--- src/rtl/regfile_param.sv ---
// Parameterised register file: byte-enabled write port with read bypass, two
// combinational read ports, and a per-register pending (scoreboard) bit with count.
module regfile_param #(
  parameter int WIDTH     = 32,
  parameter int DEPTH     = 16,
  parameter int ZERO_REG0 = 1,
  localparam int AW       = (DEPTH > 1) ? $clog2(DEPTH) : 1,
  localparam int NB       = WIDTH / 8
) (
  input  logic             clock,
  input  logic             clear,
  input  logic             we,
  input  logic [AW-1:0]    waddr,
  input  logic [WIDTH-1:0] wdata,
  input  logic [NB-1:0]    wbe,
  input  logic             rsv,
  input  logic [AW-1:0]    rsv_addr,
  input  logic [AW-1:0]    raddr_a,
  input  logic [AW-1:0]    raddr_b,
  output logic [WIDTH-1:0] rdata_a,
  output logic [WIDTH-1:0] rdata_b,
  output logic             pend_a,
  output logic             pend_b,
  output logic [AW:0]      pend_cnt
);

  localparam logic [AW:0] DEPTH_V = (AW+1)'(DEPTH);

  logic [WIDTH-1:0] mem_r [DEPTH];
  logic [DEPTH-1:0] pend_r;
  logic [DEPTH-1:0] pend_nxt_s;
  logic [AW:0]      pend_cnt_nxt_s;

  // Storage exists only below DEPTH; register 0 is read-only zero when hardwired.
  function automatic logic writable(input logic [AW-1:0] a);
    logic ok;
    ok = ({1'b0, a} < DEPTH_V);
    if ((ZERO_REG0 != 0) && (a == '0)) begin
      ok = 1'b0;
    end else begin
      ok = ok;
    end
    return ok;
  endfunction

  function automatic logic [WIDTH-1:0] byte_merge(input logic [WIDTH-1:0] old,
                                                  input logic [WIDTH-1:0] data,
                                                  input logic [NB-1:0]    be);
    logic [WIDTH-1:0] res;
    res = old;
    for (int b = 0; b < NB; b++) begin
      if (be[b]) begin
        res[8*b +: 8] = data[8*b +: 8];
      end else begin
        res[8*b +: 8] = old[8*b +: 8];
      end
    end
    return res;
  endfunction

  // Read ports: unmapped/hardwired addresses read 0; a same-cycle write is forwarded.
  always_comb begin
    rdata_a = '0;
    rdata_b = '0;
    pend_a  = 1'b0;
    pend_b  = 1'b0;
    for (int i = 0; i < DEPTH; i++) begin
      if ((raddr_a == AW'(i)) && writable(AW'(i))) begin
        pend_a = pend_r[i];
        if (we && (waddr == AW'(i))) begin
          rdata_a = byte_merge(mem_r[i], wdata, wbe);
        end else begin
          rdata_a = mem_r[i];
        end
      end else begin
        rdata_a = rdata_a;
      end
      if ((raddr_b == AW'(i)) && writable(AW'(i))) begin
        pend_b = pend_r[i];
        if (we && (waddr == AW'(i))) begin
          rdata_b = byte_merge(mem_r[i], wdata, wbe);
        end else begin
          rdata_b = mem_r[i];
        end
      end else begin
        rdata_b = rdata_b;
      end
    end
  end

  // Next pending vector (a reserve beats a write to the same register) and its population count.
  always_comb begin
    pend_nxt_s     = pend_r;
    pend_cnt_nxt_s = '0;
    for (int i = 0; i < DEPTH; i++) begin
      if (rsv && (rsv_addr == AW'(i)) && writable(AW'(i))) begin
        pend_nxt_s[i] = 1'b1;
      end else if (we && (waddr == AW'(i)) && writable(AW'(i))) begin
        pend_nxt_s[i] = 1'b0;
      end else begin
        pend_nxt_s[i] = pend_r[i];
      end
      pend_cnt_nxt_s = pend_cnt_nxt_s + {{AW{1'b0}}, pend_nxt_s[i]};
    end
  end

  // State update: byte-enabled write, pending bits and registered pending count.
  always_ff @(posedge clock or posedge clear) begin
    if (clear) begin
      for (int i = 0; i < DEPTH; i++) begin
        mem_r[i] <= '0;
      end
      pend_r   <= '0;
      pend_cnt <= '0;
    end else begin
      for (int i = 0; i < DEPTH; i++) begin
        if (we && (waddr == AW'(i)) && writable(AW'(i))) begin
          mem_r[i] <= byte_merge(mem_r[i], wdata, wbe);
        end
      end
      pend_r   <= pend_nxt_s;
      pend_cnt <= pend_cnt_nxt_s;
    end
  end

endmodule

--- config.mk ---
export PLATFORM = sky130hd
export DESIGN_NAME = regfile_param
export DESIGN_NICKNAME = d
export VERILOG_FILES = /design/src/rtl/regfile_param.sv
export SDC_FILE = /design/constraint.sdc
export NUM_CORES = 1
export LEC_CHECK = 0
export ABC_AREA = 1
export BUFFER_PORTS_ARGS = -buffer_cell sky130_fd_sc_hd__buf_4
export CAP_MARGIN = 20
export CORE_ASPECT_RATIO = 1.4
export CORE_MARGIN = 3
export CORE_UTILIZATION = 55
export CTS_CLUSTER_DIAMETER = 80
export DETAILED_ROUTE_END_ITERATION = 6
export HOLD_SLACK_MARGIN = 0.05
export PLACE_DENSITY = 0.73
export SYNTH_ARGS = -nofsm -noshare
export SYNTH_HDL_FRONTEND = slang
export SYNTH_SLANG_ARGS = --single-unit
export TNS_END_PERCENT = 10
--- constraint.sdc ---
create_clock -name clock -period 27.3 [get_ports clock]
set_input_delay 5.46 -clock clock [delete_from_list [all_inputs] [get_ports clock]]
set_output_delay 5.46 -clock clock [all_outputs]
set_load 0.02 [all_outputs]
==> impl_results.md <==
- Startpoint type of the worst setup path: primary input
- Seq cells post-synth: 499
- Final hold violation count: 0
- Seq/Total Area, Yosys: between 40% and 50%
- CTS clk-pin slew, worst paths: 0.06 ns
- Leak Pwr: approximately 15 nW
- CP arrival: 8.24 ns
- Initial antenna violation count: 1
- Total number of vias: around 27,000
- Yosys cell types: 34
- First-pass GRT wire length: between 100 and 150 mm
- Flop2flop setup slack: 23.66 ns
- Top FF cell, synth: dfrtp_1
- Routed wl met2: roughly 40 mm
- Min Clock Period, post-route: roughly 14 ns
- Die area: ~53,000 um^2
- # fillers: between 4,000 and 5,000
- Worst slew pin tran: between 1 and 1.5 ns
- TritonCTS clock tree: yes
- Largest family of logic cells by synthesized area: simple AND/OR/NAND/NOR gates
- Adder-Cell Fraction of Synth Area: less than 1%
- RSZ-0062 raised after global routing: no
- Vias in the first global route: between 20,000 and 25,000
- Vias/cell: 5.79
- Max-Cap Viols: 0
- TritonCTS buffer count: 49
- Gr ovfl total: 0
- HPWL after DPL: ~63 mm
- Starting Density: between 50% and 60%
- Die Height: about 270 um
- Outcome: finished, final reports clean
- Met3 wire len: 9.75 mm
- Post-Synth XOR/XNOR Area: less than 1%
- CTS max path bufs: 3
- Cell taking the most area after synthesis: dfrtp_1
- FFs w/ async S/R, synth: 100%
- Post-synthesis instance total: 3,944
- Initial DRC Count: 3,234
- Area Overhead vs Synth: 11.0%
- Mux cell area share after synthesis: less than 1%
- Layout cell share with drive strength beyond 1: approximately 9%
- Flip-flop and latch area: 12,500 um^2
- Setup CP Type: in -> out
- Skew final: roughly 0.0072 ns
- Fin. max-slew vios: 0
- Footprint of the multi-input gates: about 13,000 um^2
- Worst EP required: around 22 ns
- DRC viols: 0
- All-Layer GR Usage: roughly a third
- Avg WL per Cell: about 20 um
- CP Capture Type: output pin
- H-tree levels: 2
- Simple-gate area share of the yosys netlist: approximately a third
- Clock Latency Late Sink: between 0.5 and 0.6 ns
- Final ANT Viol Nets: 0
- CTS Hold Bufs: 0
- WL met1: 39.2 mm
- Ranking of synthesized cells by area: dfrtp_1 46%, nand2_1 25%, o21ai_0 6.0%
- Worst IR Drop VDD: between 0.00005 and 0.00006 V
- Io pins: approximately 130
- Syn_nets: around 4,000
- Die X: a little under 200 um
- Non-filler instance count after layout: between 4,000 and 5,000
- Routability cong.: 0.938
- Number of nets in the layout: 4,045
- Placed insts: 4,563
- Post-Syn Area: ~27,000 um^2
- Post-synthesis compound-gate area fraction: roughly 11%
- Proportion of netlist area held by the largest area contributor: about 46%
- Fin crit share: between 50 and 60%
- # port buffers: roughly 130
- Ys Warns: 0
- Drt pass-1 iters: 6
- Pin count of the biggest net entering global routing: 172
- Post-Route Setup TNS: 0 ns
- Max layer used: met4
- FMAX: about 73 MHz
- PwrDens: a little over 70 nW/um^2
- CP max FO: 28
- Core ar.: ~50,000 um^2
- Setup Buffers After CTS: 0
- HP Class: reg -> reg
- Number of synthesized flops with an enable pin: 0
- CTS root buffer: clkbuf_16
- Total wire length: between 90 and 100 mm
- Slew Limit Headroom: between 30% and 40%
- FP Rows: between 90 and 100
- Final setup fails: 0
- Syn Area/Cell: around 7 um^2
- Post-cts gate resize count: 0
- CTS sink count: roughly 500
worst max-delay path: stages:
cell	delay [ns]
buf_4	0.12
nor2_1	0.12
inv_1	0.16
nor2_1	0.35
clkinv_1	0.88
o21ai_0	0.48
a21oi_1	0.07
nand4_1	0.13
nand2_1	0.06
nand3_1	0.08
nor2_1	0.07
nand4_1	0.09
buf_4	0.15
logic make-up after synthesis:
family / count (synthesis)
other cells: 1
mux: 18
xor+xnor: 1
fa+ha+maj: 12
flops: 499
simple gates: 2356
buf+inv: 455
compound gates: 602
per-layer routing:
| metal | GRT usage [%] | up-vias |
|---|---|---|
| li1 | - | 12671 |
| met1 | 51.4 | 12580 |
| met2 | 51.7 | 1460 |
| met3 | 5.86 | 223 |
| met4 | 13.4 | 0 |
| met5 | 0 | - |
area by class of cell:
cell class | count | area share (%)
multi-input cells | 2990 | 43.4
flip-flops and latches | 499 | 41.0
clock buffers | 73 | 4.86
repair buffers | 166 | 4.18
inverters | 271 | 3.37
well taps | 637 | 2.62
clock inverters | 15 | 0.522
diodes | 2 | 0.0165
cells in the final DEF, fill, tap and decap left out, types with 10 or more instances in the layout:
master / count
inv_2: 10
mux2_2: 18
nand4_1: 176
buf_4: 164
clkbuf_1: 10
nor2_1: 202
fa_1: 10
nand2_1: 1810
o21ai_0: 329
dfrtp_1: 499
o21ai_1: 80
inv_1: 257
o21ai_2: 21
clkbuf_8: 12
clkbuf_16: 51
nand3_1: 102
a21oi_1: 158
nor2_2: 35
Yosys cell counts, types with 6 or more instances:
library cell,instances
nand2_1,1810
nand3_2,6
or2_2,7
o21ai_1,80
nand4_1,176
buf_2,45
o21ai_0,329
o22ai_1,9
nor2_1,231
fa_1,10
buf_4,9
nand3_1,102
inv_1,258
buf_1,6
o21ai_2,21
a21oi_1,158
clkbuf_1,121
nand2_2,7
mux2_2,18
inv_2,10
nor2_2,10
dfrtp_1,499
final timing paths:
path / startpoint / end / cells past startpoint
min in group asynchronous: clear / mem_r[410]$_DFF_PP0_ / 2
setup / recovery: raddr_b[0] / pend_b / 13
hold / removal: mem_r[277]$_DFF_PP0_ / mem_r[277]$_DFF_PP0_ / 2
hold reg to reg: mem_r[277]$_DFF_PP0_ / mem_r[277]$_DFF_PP0_ / 2
max in group asynchronous: clear / mem_r[17]$_DFF_PP0_ / 4
setup reg to reg: pend_r[1]$_DFF_PP0_ / pend_cnt[1]$_DFF_PP0_ / 10
registers in the layout, summed over array words and instances, names as in the netlist:
signal and cells:
pend_r 15, mem_r 480, pend_cnt 4
through the flow:
step / area (um^2) / utilization, % / hold slack (ns) / worst slack [ns] / power, mW
2_1_floorplan: 27400 / - / 0.456 / 7.91 / 1.32
6_report: 30400 / 61.9 / 0.496 / 13.60 / 2.18
5_1_grt: 30400 / 61.9 / 0.525 / 13.45 / 2.30
4_1_cts: 30400 / 61.9 / 0.495 / 13.70 / 2.18
3_3_place_gp: 28800 / 58.6 / 0.478 / 13.70 / 1.47
3_5_place_dp: 28800 / 58.6 / 0.479 / 13.72 / 1.48
where the power goes:
part           total, mW  internal (mW)  switching [mW]
clock              0.700          0.402           0.298
sequential         0.935          0.888          0.0474
combinational      0.548          0.183           0.365
No activity file was read; power rests on OpenSTA's default activity.
